`src/rtl/chunked_adder_pkg.sv`:
```
// Shared types and elaboration helpers for the chunked multi-cycle adder/subtractor.
package chunked_adder_pkg;

    typedef enum logic [1:0] {
        IDLE = 2'd0,
        RUN  = 2'd1,
        DONE = 2'd2
    } state_t;

    function automatic int calc_nch(input int width, input int chunk);
        return width / chunk;
    endfunction

    // Chunk counter width, never narrower than one bit even when NCH == 1.
    function automatic int cnt_width(input int nch);
        return (nch <= 1) ? 1 : $clog2(nch);
    endfunction

endpackage

```
`src/rtl/chunked_adder_if.sv`:
```
// Operand/result handshake bundle between a producer/consumer and chunked_adder.
interface chunked_adder_if #(
    parameter int WIDTH = 16
) ();
    logic             in_valid;
    logic             in_ready;
    logic [WIDTH-1:0] a;
    logic [WIDTH-1:0] b;
    logic             cin;
    logic             sub;
    logic             out_valid;
    logic             out_ready;
    logic [WIDTH-1:0] sum;
    logic             cout;
    logic             ovf;
    logic             busy;

    modport master (
        output in_valid, a, b, cin, sub, out_ready,
        input  in_ready, out_valid, sum, cout, ovf, busy
    );

    modport slave (
        input  in_valid, a, b, cin, sub, out_ready,
        output in_ready, out_valid, sum, cout, ovf, busy
    );
endinterface

```
`src/rtl/chunked_adder_slice.sv`:
```
// Combinational CHUNK-wide ripple adder built from per-bit full-adder equations.
module adder_slice #(
    parameter int CHUNK = 4
) (
    input  logic [CHUNK-1:0] a,
    input  logic [CHUNK-1:0] b,
    input  logic             cin,
    output logic [CHUNK-1:0] s,
    output logic             cout,
    output logic             msb_cin
);
    logic [CHUNK:0] c;

    // NOTE: every always_comb output gets a default before the loop, so no latch can be inferred.
    always_comb begin
        c    = '0;
        s    = '0;
        c[0] = cin;
        for (int i = 0; i < CHUNK; i++) begin
            s[i]   = a[i] ^ b[i] ^ c[i];
            c[i+1] = (a[i] & b[i]) | (c[i] & (a[i] ^ b[i]));
        end
    end

    assign cout    = c[CHUNK];
    assign msb_cin = c[CHUNK-1];
endmodule

```
`src/rtl/chunked_adder.sv`:
```
// Multi-cycle WIDTH-bit add/subtract, one CHUNK-wide slice per clock, valid/ready on both sides.
module chunked_adder
    import chunked_adder_pkg::*;
#(
    parameter int WIDTH = 16,
    parameter int CHUNK = 4
) (
    input  logic            clk,
    input  logic            rst_n,
    chunked_adder_if.slave  bus
);
    localparam int NCH = calc_nch(WIDTH, CHUNK);
    localparam int CW  = cnt_width(NCH);

    if (CHUNK < 1 || CHUNK > WIDTH || (WIDTH % CHUNK) != 0) begin : g_bad_params
        $error("chunked_adder: WIDTH must be a positive multiple of CHUNK");
    end

    state_t           state, state_nxt;
    logic [WIDTH-1:0] a_q, b_q, sum_q;
    logic             carry_q, cout_q, ovf_q;
    logic [CW-1:0]    k_q;

    logic [CHUNK-1:0] slice_a, slice_b, slice_s;
    logic             slice_cout, slice_msb_cin;
    logic             accept, last;

    assign accept  = (state == IDLE) && bus.in_valid;
    assign last    = (k_q == CW'(NCH - 1));
    assign slice_a = a_q[int'(k_q) * CHUNK +: CHUNK];
    assign slice_b = b_q[int'(k_q) * CHUNK +: CHUNK];

    adder_slice #(.CHUNK(CHUNK)) u_slice (
        .a       (slice_a),
        .b       (slice_b),
        .cin     (carry_q),
        .s       (slice_s),
        .cout    (slice_cout),
        .msb_cin (slice_msb_cin)
    );

    always_comb begin
        state_nxt = state;
        case (state)
            IDLE:    if (accept) state_nxt = RUN;
            RUN:     if (last) state_nxt = DONE;
            DONE:    if (bus.out_ready) state_nxt = IDLE;
            default: state_nxt = IDLE;
        endcase
    end

    // NOTE: sequential state uses non-blocking assignments only, so every flop samples pre-edge values.
    always_ff @(posedge clk or negedge rst_n) begin
        if (!rst_n) begin
            state   <= IDLE;
            a_q     <= '0;
            b_q     <= '0;
            sum_q   <= '0;
            carry_q <= 1'b0;
            cout_q  <= 1'b0;
            ovf_q   <= 1'b0;
            k_q     <= '0;
        end else begin
            state <= state_nxt;
            case (state)
                IDLE: if (accept) begin
                    a_q     <= bus.a;
                    // Subtract is a + ~b + ~borrow_in.
                    b_q     <= bus.sub ? ~bus.b : bus.b;
                    carry_q <= bus.sub ^ bus.cin;
                    k_q     <= '0;
                end
                RUN: begin
                    sum_q[int'(k_q) * CHUNK +: CHUNK] <= slice_s;
                    carry_q <= slice_cout;
                    k_q     <= k_q + CW'(1);
                    if (last) begin
                        cout_q <= slice_cout;
                        ovf_q  <= slice_cout ^ slice_msb_cin;
                    end
                end
                default: ;
            endcase
        end
    end

    assign bus.in_ready  = (state == IDLE);
    assign bus.busy      = (state == RUN);
    assign bus.out_valid = (state == DONE);
    assign bus.sum       = sum_q;
    assign bus.cout      = cout_q;
    assign bus.ovf       = ovf_q;
endmodule
```
`src/flat_wrapper.sv`:
```
// flat-port wrapper written by rule: the top's interface ports become plain ports
module chunked_adder_flat import chunked_adder_pkg::*;
#(
    parameter int WIDTH = 16,
    parameter int CHUNK = 4
)
  (clk, rst_n, bus_in_valid, bus_a, bus_b, bus_cin, bus_sub, bus_out_ready, bus_in_ready, bus_out_valid, bus_sum, bus_cout, bus_ovf, bus_busy);
  chunked_adder_if #(.WIDTH(WIDTH)) bus_i ();
  input  logic clk;
  input  logic rst_n;
  input wire logic [$bits(bus_i.in_valid)-1:0] bus_in_valid;
  input wire logic [$bits(bus_i.a)-1:0] bus_a;
  input wire logic [$bits(bus_i.b)-1:0] bus_b;
  input wire logic [$bits(bus_i.cin)-1:0] bus_cin;
  input wire logic [$bits(bus_i.sub)-1:0] bus_sub;
  input wire logic [$bits(bus_i.out_ready)-1:0] bus_out_ready;
  output wire logic [$bits(bus_i.in_ready)-1:0] bus_in_ready;
  output wire logic [$bits(bus_i.out_valid)-1:0] bus_out_valid;
  output wire logic [$bits(bus_i.sum)-1:0] bus_sum;
  output wire logic [$bits(bus_i.cout)-1:0] bus_cout;
  output wire logic [$bits(bus_i.ovf)-1:0] bus_ovf;
  output wire logic [$bits(bus_i.busy)-1:0] bus_busy;
  assign bus_i.in_valid = bus_in_valid;
  assign bus_i.a = bus_a;
  assign bus_i.b = bus_b;
  assign bus_i.cin = bus_cin;
  assign bus_i.sub = bus_sub;
  assign bus_i.out_ready = bus_out_ready;
  assign bus_in_ready = bus_i.in_ready;
  assign bus_out_valid = bus_i.out_valid;
  assign bus_sum = bus_i.sum;
  assign bus_cout = bus_i.cout;
  assign bus_ovf = bus_i.ovf;
  assign bus_busy = bus_i.busy;
  chunked_adder #(.WIDTH(WIDTH), .CHUNK(CHUNK)) u_core (.clk(clk), .rst_n(rst_n), .bus(bus_i));
endmodule
```
`config.mk`:
```
export PLATFORM = sky130hd
export DESIGN_NAME = chunked_adder_flat
export DESIGN_NICKNAME = d
export VERILOG_FILES = /design/src/rtl/chunked_adder_pkg.sv /design/src/rtl/chunked_adder_if.sv /design/src/rtl/chunked_adder_slice.sv /design/src/rtl/chunked_adder.sv /design/src/flat_wrapper.sv
export SDC_FILE = /design/constraint.sdc
export NUM_CORES = 1
export LEC_CHECK = 0
export BUFFER_PORTS_ARGS = -buffer_cell sky130_fd_sc_hd__buf_4
export CORE_MARGIN = 10
export CORE_UTILIZATION = 59
export DETAILED_ROUTE_END_ITERATION = 16
export PLACE_DENSITY_LB_ADDON = 0.1
export SLEW_MARGIN = 20
export SYNTH_ARGS = -nofsm -noshare
export SYNTH_HDL_FRONTEND = slang
export SYNTH_SLANG_ARGS = --single-unit
```
`constraint.sdc`:
```
create_clock -name clk -period 11.1 [get_ports clk]
set_input_delay 1.665 -clock clk [delete_from_list [all_inputs] [get_ports clk]]
set_output_delay 1.665 -clock clk [all_outputs]
set_load 0.01 [all_outputs]
```
======== Word-level counts from Yosys, hierarchy flattened ========
Index checks and enable logic that the tools add are counted.
storage, ports and cells
  bits in registers ....................... 55
  input bits .............................. 38
  output and inout bits ................... 21
operators by class
  $add $sub $neg .......................... 2
  eq/ne operators ......................... 6
  shift-type cells ........................ 4
  multiplexer cells ....................... 10
  bitwise gates (word level) .............. 23
  reduce and logical (&&, ||, !) cells .... 7
operators by type and width
  kind                       number
  $neg A4 Y33                1
  $shift A4 B33 Y16 const A  1
  $shiftx A4 B33 Y16         1
  $shiftx A16 B5 Y4          2
  $bwmux W16                 1
  $mux W16                   1
  $not A16 Y16               1
  $xor A1 B1 Y1              10
  $and A1 B1 Y1              8
  $mux W2                    4
  $pmux W2 S3                1
  $reduce_and A2 Y1          3
  $eq A2 B2 Y1 const B       2
  $ne A2 B1 Y1 const B       2
  $or A1 B1 Y1               4
  $pmux W2 S2                1
  $reduce_and A3 Y1          1
  $add A2 B1 Y2 const B      1
  $eq A2 B1 Y1 const B       1
  $logic_not A2 Y1           1
  $ne A2 B2 Y1 const B       1
  $pmux W1 S2                1
  $reduce_bool A2 Y1         1
  $logic_and A1 B1 Y1        1
  $mux W1                    1

======== Depth between registers and ports, before layout ========
Gate-level depths: netlist of the first run.
  word-level depth ........................ 11
  depth in mapped cells ................... 9

======== By module ========
From an unflattened synthesis of the first run, not the netlist that was laid out.
second synthesis, totals
  cells, all modules ...................... 204
  area, all modules ....................... 2802.7 um2
by module, submodules not included
  module         times used  cells an instance  area each (um2)
  chunked_adder  1           192                2692.6
  adder_slice    1           12                 110.1

======== Worst setup path before layout of the first run ========
OpenSTA, ideal clock, no wires.
  kind .................................... flip-flop to flip-flop
  from .................................... reg u_core.k_q[0]
  to ...................................... reg u_core.sum_q[15], in the netlist u_core.bus.sum[15]
  setup time .............................. 125 ps
  data arrival time ....................... 3378 ps
  path slack .............................. 7597 ps
  cell stages (with the launch flop) ...... 10
  buffers on the path ..................... 2
  period minus slack after synthesis ...... 3503 ps
  cells stage by stage .................... dfrtp_1 -> buf_4 -> buf_4 -> mux4_2 -> fa_1 -> fa_1 -> fa_1 -> fa_1 -> and4bb_2 -> mux2_2
on the way
  longest elaborated chain between the ends .. 11
  elaborated cells on any way between the ends .. 23
  those cells by class .................... add/sub: 1; shift: 4; mux: 1; bitwise: 17
RTL lines
  element                                      line                                                  source
  start: declaration                           chunked_adder.sv:22                                   logic [CW-1:0] k_q;
  start signal: assignment                     chunked_adder.sv:76                                   k_q <= k_q + CW'(1);
  $shiftx A16 B5 Y4, on equally long branches  chunked_adder.sv:30, chunked_adder.sv:31
  $xor A1 B1 Y1                                chunked_adder_slice.sv:20, chunked_adder_slice.sv:21
  $and A1 B1 Y1                                chunked_adder_slice.sv:21                             c[i+1] = (a[i] & b[i]) | (c[i] & (a[i] ^ b[i]));
  $or A1 B1 Y1                                 chunked_adder_slice.sv:21
  $and A1 B1 Y1                                chunked_adder_slice.sv:21
  $or A1 B1 Y1                                 chunked_adder_slice.sv:21
  $and A1 B1 Y1                                chunked_adder_slice.sv:21
  $or A1 B1 Y1                                 chunked_adder_slice.sv:21
  $xor A1 B1 Y1                                chunked_adder_slice.sv:20                             s[i] = a[i] ^ b[i] ^ c[i];
  $shiftx A4 B33 Y16                           chunked_adder.sv:74                                   sum_q[int'(k_q) * CHUNK +: CHUNK] <= slice_s;
  $bwmux W16 *                                 chunked_adder.sv:74
  end signal: indexed assignment               chunked_adder.sv:74
  end: declaration                             chunked_adder.sv:20                                   logic [WIDTH-1:0] a_q, b_q, sum_q;
Every way passes the cells marked *; elsewhere a longest branch is shown, timed or not.
A chain may end at the register's enable or synchronous reset.

======== Final worst setup path of the first run ========
  from .................................... reg u_core.k_q[0]
  to ...................................... reg u_core.sum_q[3], in the netlist u_core.bus.sum[3]
Same word-level chain as after synthesis.

==> impl_results.md, run 1 <==
* Outcome: finished clean
* Dominant synthesized flop cell: dfrtp_1
* Proportion of synthesized chip area in sequential cells at 48.31%
* Via density at 5.767
* Die height at 89.49 um
* CP most frequent cell: fa_1
* Routed Antenna Nets at 0
* TritonCTS buffer count at 5
* Root buf cell: clkbuf_8
* Fin crit share at 33.07%
* Share of layout cells above drive strength 1 at 53.66%
* Post-DP HPWL at 4.288 mm
* Worst Max-Slew Pin Slew at 0.6755 ns
* CP Class: reg2reg
* #FFs+latches synth at 55
* Layout area overhead at 18.71%
* Reg clk slew, reported paths at 0.10 ns
* Power Dens Cells at 307.7 nW/um2
* Largest net degree at the start of global routing at 56
* Req. time, crit path at 11.31 ns
* Final worst slack at 7.429 ns
* Hold EP: u_core.bus.sum[12]$_DFFE_PN0P_
* Fin nets at 293
* Setup Skew at 0.008238 ns
* Hold buffers post-CTS at 0
* Yosys top cell by area: dfrtp_1
* Maximum fanout along the worst path at 26
* H-tree lvl count at 2
* Slew Viols, Final at 0
* Die area at 8008 um2
* Cells on worst reg2reg path at 8
* Cells on Worst Hold Path at 1
* Critical Path Max Stage Delay at 0.57 ns
* Resize count post-CTS at 0
* Endpoints failing setup at 0
* Clock tree buffer depth at 2
* CP Launch Type: flop
* DR vias at 1730
* CP max stage cell: mux4_2
* Ys Warns at 0
* Clk sinks at 55
* Netlist Area Pre-Place at 2849 um2
* Internal at 0.6645 mW
* Core area at 4692 um2
* Initial antenna violation count at 0
* Setup_tns at 0 ns
* Gr usage total at 15.06%
* Top-count cell post-synth: dfrtp_1
* RSZ-0062 raised after global routing: no
* Max-Cap Viols at 0
* Worst IR Drop VDD at 0.0001334 V
* Post-Place Worst Slack at 7.422 ns
* Worst skew pair latency at 0.31 ns
* Reg power frac at 34.6%
* Post-CTS Setup Inserts at 0
* Top area cells in the synthesized netlist: dfrtp_1 48%, mux2_2 19%, mux4_2 6.3%
* Cell Rows at 25
* CP arrival at 3.88 ns
* Top post-synthesis cells by count: 55 x dfrtp_1, 49 x mux2_2, 18 x xor2_1, 8 x mux4_2
* # diodes at 0
* Cells after Synth at 191
* Hold Vio Cnt, Final at 0
* Crit path time final at 3.671 ns
* NetSw at 0.3761 mW
* Total gr overflow at 0
* 1st-pass router iterations at 4
* Drt total wl at 5.601 mm
* Min-delay src: u_core.bus.sum[12]$_DFFE_PN0P_
* Initial Util at 60.72%
* CTS tree: done
* Worst R2R Setup Slack at 7.43 ns
* Synth top area share at 48.31%
* RR Startpoint: u_core.k_q[0]$_DFFE_PN0P_
* First-pass GRT wire length at 9.397 mm
* FMAX at 272.4 MHz
* Critical path cell sequence: buf_4 -> mux4_2 -> fa_1 -> fa_1 -> fa_1 -> fa_1 -> and4bb_2 -> mux2_2
* Chip width at 89.49 um
* Netlist cell types at 26
* RR Endpoint: u_core.bus.sum[3]$_DFFE_PN0P_
* Clock Power Share at 11.3%
* Drt initial violations at 123
* Sw Share at 36.14%
* Port Buf Inserts at 58
* Io pins at 59
* Ys async rst share at 100.0%
* Routability Congestion at 0.7473
* Syn Area/Cell at 14.92 um2
* Worst Hold Class: reg2reg
* Number of global-route vias before repair at 1956
* Gate power share at 54.1%
* # DRC at 0
* Kind of end point of the critical path: flop
* Routed len/inst at 18.67 um
* Static leakage at 1.592 nW
* Post-Syn Nets at 239
* Relative slew slack at 54.97%
* Post-synth EDFFs at 0
cells in the final DEF (no fill, tap or decap), types with 2 or more instances in the layout:
| cell | n |
|---|---|
| and3b_1 | 5 |
| and4b_1 | 4 |
| and4bb_2 | 6 |
| buf_4 | 60 |
| clkbuf_8 | 6 |
| dfrtp_1 | 55 |
| fa_1 | 4 |
| ha_1 | 6 |
| inv_1 | 4 |
| mux2_1 | 2 |
| mux2_2 | 49 |
| mux4_2 | 8 |
| nand3b_1 | 2 |
| nor4bb_1 | 6 |
| xor2_1 | 18 |
how the worst max path moves through the flow:
stage | start | endpoint | slack [ns] | cells after the start
after floorplan | u_core.k_q[0]$_DFFE_PN0P_ | u_core.bus.sum[15]$_DFFE_PN0P_ | 7.60 | 9
after global placement | u_core.k_q[0]$_DFFE_PN0P_ | u_core.bus.sum[15]$_DFFE_PN0P_ | 7.50 | 8
after detailed placement | u_core.k_q[0]$_DFFE_PN0P_ | u_core.bus.sum[3]$_DFFE_PN0P_ | 7.42 | 8
after CTS | u_core.k_q[0]$_DFFE_PN0P_ | u_core.bus.sum[3]$_DFFE_PN0P_ | 7.41 | 8
after global routing | u_core.k_q[0]$_DFFE_PN0P_ | u_core.bus.sum[15]$_DFFE_PN0P_ | 7.29 | 8
final | u_core.k_q[0]$_DFFE_PN0P_ | u_core.bus.sum[3]$_DFFE_PN0P_ | 7.43 | 8
critical path: cells and delay by family, from the launching register on:
family                   cells  cell delay, ns
AND/OR/NAND/NOR              1            0.25
flip-flops                   1            0.42
multiplexers                 2            0.83
buffers and inverters        1            0.33
adder cells (fa/ha/maj)      4            1.75
registers in the layout (all words and copies together), names as in the netlist:
name / count
u_core.a_q: 16
u_core.b_q: 16
u_core.bus.cout: 1
u_core.bus.ovf: 1
u_core.bus.sum: 16
u_core.carry_q: 1
u_core.k_q: 2
u_core.state: 2
through the flow:
stage               cell area [um2]  hold WS [ns]  power, mW  instances  util (%)
detailed placement             3283        0.4950     0.9349        292     69.97
finish                         3382        0.5169      1.041        300     72.08
global route                   3382        0.5329      1.122        300     72.08
CTS                            3382        0.5183      1.054        300     72.08
floorplan                      2849        0.4524     0.7624        191         -
global placement               3283        0.4709     0.9033        292     69.97
per-layer routing:
metal | up-vias | share of wire [%] | GRT usage (%)
met5 | - | 0 | 0
met1 | 882 | 39 | 16.64
met3 | 10 | 5.4 | 3.920
met2 | 42 | 54 | 27.26
li1 | 796 | - | -
met4 | 0 | 1.8 | 5.058
area by class of cell:
cell class              count  area (um2)
clock buffers               6       82.58
clock inverters             2       16.27
fillers                   331        1310
inverters                   4       15.01
multi-input cells         119        1374
flip-flops and latches     55        1376
well taps                  54       67.56
repair buffers             60       450.4
cell families (layout without fill, tap and decap cells):
logic type / count (synthesis) / after routing / synth area share (%)
adder cells (fa/ha/maj): 10 / 10 / 5.446
multiplexers: 59 / 59 / 26.48
buffers and inverters: 17 / 72 / 3.469
flip-flops: 55 / 55 / 48.31
AO/OA/AOI/OAI: 5 / 5 / 1.318
AND/OR/NAND/NOR: 27 / 27 / 9.442
XOR/XNOR: 18 / 18 / 5.534
power groups by stage:
stage | sequential [mW] | clock [mW] | combinational, mW
final | 0.360 | 0.117 | 0.563
after global routing | 0.374 | 0.131 | 0.616
after CTS | 0.361 | 0.121 | 0.571
after detailed placement | 0.366 | 0 | 0.569
after global placement | 0.361 | 0 | 0.542
after floorplan | 0.346 | 0 | 0.416
Note: power is estimated with default switching activity, not from simulation.
==> inputs of run 2 (changes only) <==
--- a/config.mk
+++ b/config.mk
@@ -5,9 +5,10 @@
 export SDC_FILE = /design/constraint.sdc
 export NUM_CORES = 1
 export LEC_CHECK = 0
+export ABC_AREA = 1
 export BUFFER_PORTS_ARGS = -buffer_cell sky130_fd_sc_hd__buf_4
 export CORE_MARGIN = 10
-export CORE_UTILIZATION = 59
+export CORE_UTILIZATION = 49
 export DETAILED_ROUTE_END_ITERATION = 16
 export PLACE_DENSITY_LB_ADDON = 0.1
 export SLEW_MARGIN = 20
==> constraint.sdc (replaced) <==
create_clock -name clk -period 3.1 [get_ports clk]
set_input_delay 0.465 -clock clk [delete_from_list [all_inputs] [get_ports clk]]
set_output_delay 0.465 -clock clk [all_outputs]
set_load 0.01 [all_outputs]
==> run 2 against run 1 <==
Final area increased by 1.9%. Final cell count increased by 61%. Total power increased to 3.5 times the previous value. Clock skew decreased by 0.0030 ns. Sequential power increased to 3.4 times the previous value.
==> impl_results.md, run 2 <==
* Largest net degree at the start of global routing at 56 (unchanged)
* Most frequent cells in the layout: 160 x nand2_1, 63 x buf_4, 54 x dfrtp_1
* Slew Viols, Final at 0 (unchanged)
* Proportion of synthesized chip area in sequential cells at 47.60% (-0.71 points)
* # fillers at 565 (+71%)
* # diodes at 0 (unchanged)
* Reg clk slew, reported paths at 0.09 ns (about the same)
* Netlist cell types at 22 (-15%)
* FMAX at 342.8 MHz (+26%)
* Drt initial violations at 106 (-14%)
* Commonest non-fill, non-tap cell in the layout: nand2_1
* Fin crit share at 94.11% (+61 points)
* Root buf cell: clkbuf_8
* Initial Util at 51.56% (-9.2 points)
* Core area at 5608 um2 (+20%)
* Cells after Synth at 356 (+86%)
* Drt total wl at 6.419 mm (+15%)
* Crit path time final at 2.917 ns (-0.7536 ns)
* Gr usage total at 13.68% (-1.4 points)
* Post-DP HPWL at 4.866 mm (+13%)
* Cells after DPL at 476 (+63%)
* Worst skew pair latency at 0.30 ns (about the same)
* Layout area overhead at 19.21%
* Cell Rows at 27 (+8.0%)
* Maximum fanout along the worst path at 7 (-73%)
* Routed len/inst at 13.26 um (-29%)
* Max-Cap Viols at 0 (unchanged)
* Dominant synthesized flop cell: dfrtp_1
* RR Endpoint: u_core.bus.sum[15]$_DFFE_PN0P_
* Io pins at 59 (unchanged)
* Endpoints failing setup at 0 (unchanged)
* Kind of end point of the critical path: flop
* CP Launch Type: flop
* Relative slew slack at 44.67% (-10 points)
* Routed Antenna Nets at 0 (unchanged)
* Ys Warns at 0 (unchanged)
* Top post-synthesis cells by count: 160 x nand2_1, 55 x dfrtp_1, 28 x inv_1, 17 x xor2_1, 16 x o211ai_1
* Initial antenna violation count at 0 (unchanged)
* Clock tree buffer depth at 2 (unchanged)
* First-pass GRT wire length at 11.12 mm (+18%)
* Die height at 96.82 um (+8.2%)
* Total gr overflow at 0 (unchanged)
* Tot Pwr at 3.599 mW (+250%)
* Netlist Area Pre-Place at 2892 um2 (+1.5%)
* Power Dens Cells at 1044 nW/um2 (+240%)
* Worst Max-Slew Pin Slew at 0.8281 ns (+0.1526 ns)
* Post-Syn Nets at 404 (+69%)
* Worst R2R Setup Slack at 0.18 ns (-7.25 ns)
* Synth top area share at 47.60% (-0.71 points)
* Req. time, crit path at 3.34 ns (-7.97 ns)
* TritonCTS buffer count at 5 (unchanged)
* DR WL met3 at 237 um (-21%)
* RSZ-0062 raised after global routing: no
* # DRC at 0 (unchanged)
* Port Buf Inserts at 58 (unchanged)
* Share of layout cells above drive strength 1 at 20.63% (-33 points)
* RR Startpoint: u_core.k_q[0]$_DFFE_PN0P_
* CP arrival at 3.16 ns (-0.72 ns)
* Top-count cell post-synth: nand2_1
* Top area cells in the synthesized netlist: dfrtp_1 48%, nand2_1 21%, xor2_1 5.1%
* Metal-1 WL at 3.052 mm (+39%)
* 1st-pass router iterations at 4 (unchanged)
* Final std cells w/o fill at 484 (+61%)
* Setup_tns at 0 ns (unchanged)
* Worst IR Drop VDD at 0.0005189 V (+290%)
* Setup Skew at 0.005232 ns (-0.003006 ns)
* Syn Area/Cell at 8.122 um2 (-46%)
* Clk sinks at 55 (unchanged)
* Chip width at 96.82 um (+8.2%)
* Fin nets at 461 (+57%)
* Static leakage at 1.908 nW (+20%)
* #FFs+latches synth at 55 (unchanged)
* Number of global-route vias before repair at 2394 (+22%)
* Routability Congestion at 0.8498 (+14%)
* Die area at 9374 um2 (+17%)
* Top Metal Used: met4
* Yosys top cell by area: dfrtp_1
* FF/Latch Area at 1378 um2 (about the same)
* Cells on worst reg2reg path at 12 (+4)
* Via density at 4.866 (-16%)
* Ys async rst share at 100.0% (unchanged)
* Met2 WL at 3.070 mm (+2.1%)
* H-tree lvl count at 2 (unchanged)
* CP Class: reg2reg
* DR vias at 2355 (+36%)
* CTS tree: done
* Outcome: finished clean
* Worst Hold Class: in2async
* Area of the multi-input gates at 1296 um2 (-5.6%)
* Post-synth EDFFs at 0 (unchanged)
* Fin util at 61.47% (-11 points)
* Hold Vio Cnt, Final at 0 (unchanged)
==> run 2: cell count changes after synthesis, sizes merged, moves of 14 or more <==
| cell | delta |
|---|---|
| nand2 | +164 |
| nor2 | +14 |
| o21ai | +19 |
| o211ai | +16 |
| inv | +29 |
| mux2 | -51 |
==> run 2: cells by family (layout without fill, tap and decap cells) <==
group / after synthesis / in the layout / synth area share, %
AOI/OAI and AO/OA: 37 / 37 / 7.876
xor gates and xnor gates: 17 / 17 / 5.149
adders and majority gates: 10 / 10 / 5.366
buffers and inverters: 48 / 104 / 7.745
DFF: 55 / 55 / 47.60
and+or+nand+nor: 189 / 189 / 26.27
==> run 2: how the worst max path moves through the flow <==
stage                         startpoint                             end
6_report       u_core.k_q[0]$_DFFE_PN0P_  u_core.bus.sum[15]$_DFFE_PN0P_
5_1_grt        u_core.k_q[0]$_DFFE_PN0P_  u_core.bus.sum[15]$_DFFE_PN0P_
4_1_cts        u_core.k_q[0]$_DFFE_PN0P_  u_core.bus.sum[15]$_DFFE_PN0P_
3_5_place_dp   u_core.k_q[0]$_DFFE_PN0P_  u_core.bus.sum[15]$_DFFE_PN0P_
3_3_place_gp   u_core.k_q[0]$_DFFE_PN0P_  u_core.bus.sum[15]$_DFFE_PN0P_
2_1_floorplan  u_core.k_q[0]$_DFFE_PN0P_  u_core.bus.sum[15]$_DFFE_PN0P_
==> run 2: final cells by class <==
type / instances / area share, %
Timing Repair inverter: 1 / 0.1452
Timing Repair Buffer: 63 / 13.72
Sequential cell: 55 / 39.96
Tap cell: 72 / 2.613
Inverter: 34 / 3.848
Multi-Input combinational cell: 253 / 37.60
Clock buffer: 6 / 2.105
==> run 2: where the power goes <==
group / total [mW] / internal (mW) / switching, mW
clock: 0.370 / 0.152 / 0.219
sequential: 1.22 / 1.03 / 0.190
combinational: 2.01 / 0.790 / 1.22
total: 3.60 / 1.97 / 1.63
==> run 2: timing repair <==
item | 4_1_cts | 5_1_grt
buffers inserted | 0 | 1
hold buffers | 0 | 0
gates resized for setup | 0 | 5
endpoints found under the setup margin | 0 | 4
==> run 2: worst max-delay path, cell delays in order, from the launching register on <==
cell and delay (ns):
dfrtp_2 0.45, clkinv_2 0.11, nand2_1 0.06, o211ai_1 0.08, nand2_1 0.10, fa_1 0.42, fa_1 0.40, fa_2 0.38
fa_2 0.57, nand2_1 0.08, nor2_1 0.10, nand2_1 0.06, nand2_1 0.07
==> run 2: stage by stage <==
| stage | hold slack [ns] | setup slack (ns) | cell area [um2] |
|---|---|---|---|
| finish | 0.1964 | 0.1825 | 3447 |
| floorplan | 0.1694 | 0.02660 | 2894 |
| CTS | 0.2258 | 0.1031 | 3426 |
| global placement | 0.4645 | 0.2158 | 3353 |
| global route | 0.2517 | 0.01261 | 3447 |
| detailed placement | 0.4662 | 0.1213 | 3353 |
==> run 2: metal layers <==
layer | vias up | GRT usage, %
met5 | - | 0
met4 | 0 | 3.044
met3 | 7 | 3.336
met2 | 54 | 22.09
met1 | 1091 | 17.96
li1 | 1203 | -
==> inputs of run 3 (changes only) <==
--- a/config.mk
+++ b/config.mk
@@ -5,10 +5,9 @@
 export SDC_FILE = /design/constraint.sdc
 export NUM_CORES = 1
 export LEC_CHECK = 0
-export ABC_AREA = 1
 export BUFFER_PORTS_ARGS = -buffer_cell sky130_fd_sc_hd__buf_4
 export CORE_MARGIN = 10
-export CORE_UTILIZATION = 49
+export CORE_UTILIZATION = 30
 export DETAILED_ROUTE_END_ITERATION = 16
 export PLACE_DENSITY_LB_ADDON = 0.1
 export SLEW_MARGIN = 20
==> run 3 against run 2 <==
The flow now finishes with violations (negative setup slack). Worst hold slack worse by 0.0055 ns. Routed wire length is 0.62% higher. Sequential cell count stayed put. First-iteration DRC count is 62% lower. Core utilization is 23 points lower. Clock skew is 0.0011 ns higher. Total power is 12% higher.
==> impl_results.md, run 3 (synthesis gave the netlist of run 1 again) <==
* Outcome: finished with violations
* Failing checks: negative setup slack
* Max-Cap Viols at 0 (unchanged)
* CP Class: reg2reg
* Clk sinks at 55 (unchanged)
* Post-DP HPWL at 4.780 mm (-1.8%)
* # diodes at 0 (unchanged)
* TritonCTS buffer count at 5 (unchanged)
* Maximum fanout along the worst path at 4 (-3)
* Layout area overhead at 24.90%
* Tot Pwr at 4.035 mW (+12%)
* Worst Hold Class: in2async
* Root buf cell: clkbuf_8
* Most frequent cells in the layout: 65 x buf_4, 54 x dfrtp_1, 46 x mux2_2
* Clock tree buffer depth at 2 (unchanged)
* # fillers at 907 (+61%)
* Cell Rows at 35 (+30%)
* Routed len/inst at 17.00 um (+28%)
* Relative slew slack at 51.89% (+7.2 points)
* Initial antenna violation count at 0 (unchanged)
* Initial Util at 30.83% (-21 points)
* Final worst slack at -0.01634 ns (-0.1989 ns)
* DR vias at 1700 (-28%)
* Worst IR Drop VDD at 0.0004685 V (-9.7%)
* Post-Place Worst Slack at -0.04563 ns (-0.1669 ns)
* Static leakage at 1.625 nW (-15%)
* H-tree lvl count at 2 (unchanged)
* Post-CTS Setup Inserts at 0 (unchanged)
* Crit path time final at 3.116 ns (+0.1989 ns)
* FMAX at 320.9 MHz (-6.4%)
* Commonest non-fill, non-tap cell in the layout: buf_4
* Req. time, crit path at 3.30 ns (-0.04 ns)
* Chip width at 117.5 um (+21%)
* CP Launch Type: flop
* Io pins at 59 (unchanged)
* Port Buf Inserts at 58 (unchanged)
* Slew Viols, Final at 0 (unchanged)
* Die area at 13790 um2 (+47%)
* Total gr overflow at 0 (unchanged)
* Number of global-route vias before repair at 1944 (-19%)
* Routability Congestion at 0.7169 (-16%)
* CTS tree: done
* Kind of end point of the critical path: flop
* # DRC at 0 (unchanged)
* Share of layout cells above drive strength 1 at 56.97% (+36 points)
* Routed Antenna Nets at 0 (unchanged)
* Gr usage total at 9.287% (-4.4 points)
* Worst skew pair latency at 0.31 ns (about the same)
* Worst Max-Slew Pin Slew at 0.7216 ns (-0.1064 ns)
* 1st-pass router iterations at 4 (unchanged)
* Resize count post-CTS at 2 (+2)
* Hold Vio Cnt, Final at 0 (unchanged)
* Reg clk slew, reported paths at 0.10 ns (about the same)
* Hold buffers post-CTS at 0 (unchanged)
* Drt total wl at 6.459 mm (+0.62%)
* Fin nets at 298 (-35%)
* Drt initial violations at 40 (-62%)
* Final hold slack at 0.1909 ns (-0.005461 ns)
* Core area at 9240 um2 (+65%)
* Setup Skew at 0.006333 ns (+0.001101 ns)
* Via density at 4.474 (-8.1%)
* Largest net degree at the start of global routing at 56 (unchanged)
* First-pass GRT wire length at 10.70 mm (-3.7%)
* Fin crit share at 100.5% (+6.4 points)
* CP arrival at 3.32 ns (+0.16 ns)
* Endpoints failing setup at 2 (+2)
* RSZ-0062 raised after global routing: yes
* Power Dens Cells at 1134 nW/um2 (+8.6%)
* Die height at 117.5 um (+21%)
==> run 3: worst max-delay path, stage by stage, from the launching register on <==
cell	delay, ns
dfrtp_2	0.43
mux4_2	0.53
fa_2	0.37
fa_2	0.35
fa_2	0.38
fa_2	0.46
and4bb_2	0.24
mux2_4	0.25
==> run 3: path summary, 6_finish.rpt <==
path                                             from                             end  slack (ns)  cells past startpoint
max                         u_core.k_q[0]$_DFFE_PN0P_  u_core.bus.sum[15]$_DFFE_PN0P_       -0.02                      7
min                                             rst_n      u_core.bus.ovf$_DFFE_PN0P_        0.19                      1
max reg2reg                 u_core.k_q[0]$_DFFE_PN0P_  u_core.bus.sum[15]$_DFFE_PN0P_       -0.02                      7
min reg2reg                u_core.a_q[15]$_DFFE_PN0P_      u_core.a_q[15]$_DFFE_PN0P_        0.50                      1
max in group asynchronous                       rst_n       u_core.k_q[0]$_DFFE_PN0P_        2.37                      1
min in group clk                        bus_out_ready     u_core.state[1]$_DFFE_PN0P_        0.34                      2
==> run 3: layout make-up <==
cell class,count,area (um2),share of cell area [%]
inverters,4,15.01,0.4219
repair buffers,65,488.0,13.71
clock inverters,3,46.29,1.301
flip-flops and latches,55,1378,38.71
clock buffers,5,68.82,1.934
multi-input cells,119,1401,39.38
well taps,129,161.4,4.536
==> run 3: power by group <==
part | internal, mW | switching, mW | leakage, nW
Combinational | 1.29 | 0.976 | 0.890
Clock | 0.244 | 0.250 | 0.0548
Sequential | 1.05 | 0.225 | 0.680
==> run 3: routing by layer <==
layer  track usage, %  vias up  part of all wire, %
li1                 -      803                    -
met1            11.52      865                   44
met2            15.73       30                   52
met3            2.398        2                  3.5
met4            2.087        0                 0.48
met5                0        -                    0
==> run 3: through the flow <==
stage	instance area, um2	setup TNS [ns]	util, %	std cells
after detailed placement	3432	-0.1095	37.14	372
after global routing	3558	-0.3906	38.51	380
after CTS	3552	-0.05562	38.44	380
after floorplan	2878	-0.7923	-	191
after global placement	3432	-0.02233	37.14	372
final	3558	-0.02939	38.51	380
